[src/rtl/gauss_ctrl_pkg.sv]
// gauss_ctrl_pkg: shared FSM type, counter widths and window constants for the Gaussian frame sequencer
package gauss_ctrl_pkg;
  typedef enum logic [1:0] {IDLE, FILL, RUN} state_t;
  localparam int COL_W = $clog2(640);
  localparam int ROW_W = $clog2(480);
  localparam int WIN_SKIP = 2;
  localparam int FLT_LAT = 3;
endpackage

[src/rtl/pix_pos_cnt.sv]
// pix_pos_cnt: column/row position of the current pixel beat within a W x H frame
//   clk, rst      clock, asynchronous active-high reset
//   clr           current beat is the first pixel of a frame (position forced to 0,0)
//   inc           current beat consumes a position
//   col, row      position of the current beat
//   last_col      current beat is the last column of its line
//   last_px       current beat is the last pixel of the frame
module pix_pos_cnt import gauss_ctrl_pkg::*; #(
  parameter int W = 640,
  parameter int H = 480,
  parameter int CW = COL_W,
  parameter int RW = ROW_W
) (
  input  logic          clk,
  input  logic          rst,
  input  logic          clr,
  input  logic          inc,
  output logic [CW-1:0] col,
  output logic [RW-1:0] row,
  output logic          last_col,
  output logic          last_px
);
  logic [CW-1:0] col_q;
  logic [RW-1:0] row_q;
  always_comb begin
    col = clr ? '0 : col_q;
    row = clr ? '0 : row_q;
    last_col = col == CW'(W - 1);
    last_px = last_col && row == RW'(H - 1);
  end
  always_ff @(posedge clk or posedge rst)
    if (rst) begin
      col_q <= '0;
      row_q <= '0;
    end else if (inc) begin
      col_q <= last_col ? '0 : col + CW'(1);
      row_q <= !last_col ? row : last_px ? '0 : row + RW'(1);
    end else if (clr) begin
      col_q <= '0;
      row_q <= '0;
    end
endmodule

[src/rtl/gauss_frame_ctrl.sv]
// gauss_frame_ctrl: frame sequencer around a 3x3 Gaussian filter (framing checks, window masking, sop/eop regeneration)
//   clk, rst                      clock, asynchronous active-high reset
//   in_sop/in_eop/in_vld/in_data  grayscale pixel stream
//   flt_sop/flt_eop/flt_vld/flt_din           forward path to the filter (1 register stage)
//   flt_dout_sop/flt_dout_eop/flt_dout_vld/flt_dout  return path from the filter
//   out_sop/out_eop/out_vld/out_data          (IMG_W-2)x(IMG_H-2) output frame (1 register stage)
//   frame_err                     1-cycle pulse on a framing error
//   busy                          input FSM not in IDLE
//   bypass                        only with GAUSS_BYPASS_EN: per-frame filter bypass, sampled on sop
module gauss_frame_ctrl import gauss_ctrl_pkg::*; #(
  parameter int IMG_W = 640,
  parameter int IMG_H = 480,
  parameter int DW = 8
) (
  input  logic          clk,
  input  logic          rst,
  input  logic          in_sop,
  input  logic          in_eop,
  input  logic          in_vld,
  input  logic [DW-1:0] in_data,
`ifdef GAUSS_BYPASS_EN
  input  logic          bypass,
`endif
  output logic          flt_sop,
  output logic          flt_eop,
  output logic          flt_vld,
  output logic [DW-1:0] flt_din,
  input  logic          flt_dout_sop,
  input  logic          flt_dout_eop,
  input  logic          flt_dout_vld,
  input  logic [DW-1:0] flt_dout,
  output logic          out_sop,
  output logic          out_eop,
  output logic          out_vld,
  output logic [DW-1:0] out_data,
  output logic          frame_err,
  output logic          busy
);
  localparam int CW = $clog2(IMG_W);
  localparam int RW = $clog2(IMG_H);
  state_t state, state_nx;
  logic acc, byp, bv, rv, ret_act, err_d, unused;
  logic [CW-1:0] icol, ocol;
  logic [RW-1:0] irow, orow;
  logic ilast_col, ilast_px, olast_col, olast_px;
  // a beat is taken only inside a frame or when it opens one
  assign acc = in_vld && (state != IDLE || in_sop);
  // return beats count only after a filter sop has opened the output frame
  assign rv = flt_dout_vld && (flt_dout_sop || ret_act);
  assign bv = acc && byp;
  assign unused = ^{icol, olast_col};
`ifdef GAUSS_BYPASS_EN
  logic byp_q;
  assign byp = (acc && in_sop) ? bypass : byp_q;
  always_ff @(posedge clk or posedge rst)
    if (rst) byp_q <= 1'b0;
    else if (acc && in_sop) byp_q <= bypass;
`else
  assign byp = 1'b0;
`endif
  pix_pos_cnt #(.W(IMG_W), .H(IMG_H), .CW(CW), .RW(RW)) u_in_pos (
    .clk(clk), .rst(rst), .clr(acc && in_sop), .inc(acc),
    .col(icol), .row(irow), .last_col(ilast_col), .last_px(ilast_px)
  );
  pix_pos_cnt #(.W(IMG_W), .H(IMG_H), .CW(CW), .RW(RW)) u_out_pos (
    .clk(clk), .rst(rst), .clr(rv && flt_dout_sop), .inc(rv),
    .col(ocol), .row(orow), .last_col(olast_col), .last_px(olast_px)
  );
  always_ff @(posedge clk or posedge rst)
    if (rst) state <= IDLE;
    else state <= state_nx;
  // eop always closes the frame; sop (re)opens it, so sop+eop ends in IDLE
  always_comb
    state_nx = !acc ? state :
               in_eop ? IDLE :
               in_sop ? FILL :
               (state == FILL && irow == RW'(1) && ilast_col) ? RUN : state;
  always_comb begin
    busy = state != IDLE;
    err_d = acc && ((in_sop && busy) || (in_eop && !ilast_px));
  end
  always_ff @(posedge clk or posedge rst)
    if (rst) begin
      flt_sop <= 1'b0;
      flt_eop <= 1'b0;
      flt_vld <= 1'b0;
      flt_din <= '0;
      out_sop <= 1'b0;
      out_eop <= 1'b0;
      out_vld <= 1'b0;
      out_data <= '0;
      frame_err <= 1'b0;
      ret_act <= 1'b0;
    end else begin
      flt_vld <= acc && !byp;
      flt_sop <= acc && !byp && in_sop;
      flt_eop <= acc && !byp && in_eop;
      flt_din <= in_data;
      frame_err <= err_d;
      if (rv) ret_act <= !(flt_dout_eop || olast_px);
      out_vld <= bv || (rv && orow >= RW'(WIN_SKIP) && ocol >= CW'(WIN_SKIP));
      out_sop <= bv ? in_sop : rv && orow == RW'(WIN_SKIP) && ocol == CW'(WIN_SKIP);
      out_eop <= bv ? in_eop : rv && olast_px;
      out_data <= bv ? in_data : flt_dout;
    end
endmodule

[config.mk]
export PLATFORM = sky130hd
export DESIGN_NAME = gauss_frame_ctrl
export DESIGN_NICKNAME = d
export VERILOG_FILES = /design/src/rtl/gauss_ctrl_pkg.sv /design/src/rtl/pix_pos_cnt.sv /design/src/rtl/gauss_frame_ctrl.sv
export SDC_FILE = /design/constraint.sdc
export NUM_CORES = 1
export LEC_CHECK = 0
export ABC_AREA = 1
export CORE_ASPECT_RATIO = 0.5
export CORE_MARGIN = 4
export CORE_UTILIZATION = 40
export CTS_CLUSTER_DIAMETER = 50
export CTS_CLUSTER_SIZE = 30
export DETAILED_ROUTE_END_ITERATION = 7
export GPL_TIMING_DRIVEN = 0
export PLACE_DENSITY = 0.65
export REMOVE_ABC_BUFFERS = 1
export SYNTH_ARGS = -nofsm -noshare
export SYNTH_HDL_FRONTEND = slang
export SYNTH_HIERARCHICAL = 1
export SYNTH_SLANG_ARGS = --single-unit
[constraint.sdc]
create_clock -name clk -period 4.3 [get_ports clk]
set_clock_uncertainty 0.1 [all_clocks]
set_input_delay 0.86 -clock clk [delete_from_list [all_inputs] [get_ports clk]]
set_output_delay 0.86 -clock clk [all_outputs]
set_load 0.02 [all_outputs]
==> results by group <==
Drt
  – DRT Pass-1 Iters: 4
  – Routed WL per cell: 12.0 um
  – Initial DRC Count: 208
  – Total Routed Length: 7370 um
  – DRC errors left: 0
  – Vias per cell: 4.61
  – Antenna viol nets, final: 0
  – DR vias: 2828

Yosys
  – Sequential element share of the synthesized area: 46.0%
  – Synth cell types: 37
  – Yosys warnings: 6
  – Synthesized cell area: 3480 um2
  – Mapped Avg Cell Area: 7.79 um2
  – Mapped Cells: 447
  – Yosys reg bits: 64

Clock network
  – Setup Buffers After CTS: 0
  – Post-CTS sizing: 0
  – Clock tree from TritonCTS: yes
  – H-tree Lvls: 3
  – Clock Path Buffers: 2
  – Clock insertion delay at the later pin of the skew report: 0.33 ns
  – Cts hold-fix bufs: 0
  – Root Buffer: clkbuf_16
  – Sink Count: 64
  – Clock transition at path regs: 0.05 ns
  – CTS Buf Count: 9

Timing
  – Tmin final: 3.52 ns
  – Worst Max-Slew Pin Slew: 1.05 ns
  – Setup TNS: 0 ns
  – Fin. Hold Viols: 0
  – Pins over their slew limit: 0
  – Max transition margin: 29.9%
  – Unrepaired setup endpoints after global routing: false
  – Fin crit share: 82.0%
  – Final setup vio count: 0
  – Worst hold slack: 0.410 ns
  – Fmax: 0.284 GHz

Floorplan
  – Core ar.: 8230 um2
  – Num ports: 48
  – Die Wd: 140 um
  – DIE AREA: 10400 um2
  – Initial Utilization: 42.3%
  – Die Height: 74.0 um
  – Cell Rows: 23

Worst setup path
  – Crit path capture type: flop
  – Reg-to-Reg Start: ret_act
  – Crit path kind: in2reg
  – R2R depth: 13
  – WP data arrival: 3.63 ns
  – CP startpoint: flt_dout_sop
  – Setup crit start kind: input port
  – Crit-path leading delay family: simple AND/OR/NAND/NOR gates
  – Critical path depth in cells: 14
  – Worst-path cell chain: clkdlybuf4s50_1, o21ai_2, nor2_1, inv_2, nand2_1, inv_1, ha_1, nand2_1, nor2_2, nand2_2, nor2_8, nand2_2, nor2_1, o21a_1
  – Slowest library cell on the worst path: nor2_1
  – Slowest stage delay, CP: 0.70 ns
  – Crit Path Max Fanout: 12
  – CP required: 4.41 ns
  – Bufs and invs on worst path: 3

Pwr
  – Pwr Total: 1.50 mW
  – Pleak: 2.18 nW
  – Cell Pwr Density: 348 nW/um2
  – Peak VDD IR: 0.189 mV

Min path
  – HP Class: reg2reg
  – Worst Min Path Start: ret_act
  – Hold path cells: 2

Global routing
  – Largest net degree at the start of global routing: 27
  – Vias in the first global route: 2745
  – Total Routing Usage GR: 15.4%
  – First-pass GRT wire length: 12500 um
  – GRT overflow: 0
  – Number of antenna violations at the first check in global routing: 0

Place
  – Port bufs: 47
  – Placer Congestion: 0.867
  – Post-DP HPWL: 5510 um

Job
  – Max-cap viol count: 0

Layout
  – Synth-to-layout area growth: 24.2%
  – Filler cells: 797
  – Share of post-route cells with drive strength above 1: 11.2%
  – Nets: 527
  – Ant diodes: 0
  – Final core utilization: 52.5%

Status
  – Status: finished, final reports clean
[kinds of logic (layout without fill, tap and decap cells)]
logic type,count (synthesis),count (layout),synth area share (%)
buffers and inverters,97,152,11.1
xor gates and xnor gates,9,9,2.26
DFF,64,64,46.0
AOI/OAI and AO/OA,28,28,4.78
and+or+nand+nor,245,245,34.5
adders and majority gates,4,4,1.44
[cell type report]
cell class / instances / area [um2] / share of cell area [%]
flip-flops and latches: 64 / 1600 / 37.0
multi-input cells: 286 / 1500 / 34.6
repair buffers: 47 / 470 / 10.9
inverters: 91 / 343 / 7.93
clock buffers: 14 / 274 / 6.34
well taps: 112 / 140 / 3.24
[cells in the final DEF, fill, tap and decap left out, types with 2 or more instances in the layout]
cell type,Yosys,routed
a21oi_1,5,5
clkbuf_1,0,2
clkbuf_16,0,9
clkbuf_8,0,3
clkdlybuf4s50_1,0,47
dfrtp_1,64,64
ha_1,4,4
inv_1,83,83
inv_2,6,6
nand2_1,83,83
nand2_2,10,10
nand2_4,4,4
nand3_1,28,28
nand3_4,3,3
nand4_1,10,10
nor2_1,84,84
nor2_2,6,6
nor2_4,7,7
nor2_8,2,2
nor3_1,3,3
nor4_1,2,2
o21a_1,2,2
o21ai_0,12,12
o21ai_2,2,2
xor2_1,9,9
[synthesized netlist by cell type, drive strengths merged]
master / n / area [um2]
o31ai: 1 / 7.51
nor4: 2 / 12.5
o22ai: 1 / 6.26
o21a: 2 / 15.0
nor3b: 1 / 7.51
nor3: 3 / 15.0
or2: 1 / 8.76
buf: 6 / 42.5
a21oi: 6 / 33.8
dfrtp: 64 / 1600
nand2: 97 / 419
xor2: 9 / 78.8
nand4: 10 / 62.6
o211ai: 1 / 7.51
nand3: 32 / 203
inv: 89 / 334
ha: 4 / 50.1
o21ai: 15 / 82.6
clkinv: 2 / 8.75
nor2: 99 / 472
a211oi: 1 / 7.51
a31oi: 1 / 6.26
[routing by layer]
layer	vias to the layer above	track usage, %	routed length, um
met1	1319	19.5	3430
met3	5	5.97	257
li1	1462	-	-
met4	0	4.30	68
met5	-	0	0
met2	42	25.3	3620
[tightest hold or removal path: stages, from the launching register on]
cell,delay [ns]
dfrtp_1,0.35
nand2_1,0.06
o31ai_1,0.06
[registers in the layout, summed over array words and instances, names as in the netlist, 2 cells and up]
| register | cells |
|---|---|
| flt_din | 8 |
| out_data | 8 |
| state | 2 |
| u_in_pos/col_q | 10 |
| u_in_pos/row_q | 9 |
| u_out_pos/col_q | 10 |
| u_out_pos/row_q | 9 |
[stage by stage]
stage / setup slack (ns) / std cells / area (um2)
floorplan: 1.47 / 441 / 3440
global placement: 0.430 / 600 / 4050
detailed placement: 0.444 / 600 / 4050
CTS: 0.781 / 614 / 4320
global route: 0.569 / 614 / 4320
finish: 0.775 / 614 / 4320
[power by group]
part           switching (mW)  total [mW]  internal [mW]
combinational           0.111       0.185         0.0738
clock                   0.233       0.663          0.430
sequential             0.0184       0.656          0.637
[worst paths after layout]
check	slack, ns	endpoint
min in group asynchronous	0.93	u_in_pos/col_q[1]
hold / removal	0.41	ret_act
hold reg to reg	0.41	ret_act
setup reg to reg	1.45	u_out_pos/row_q[4]
setup / recovery	0.78	u_out_pos/row_q[4]
max in group asynchronous	2.40	flt_din[1]
Power figures use the tool's default switching activity.
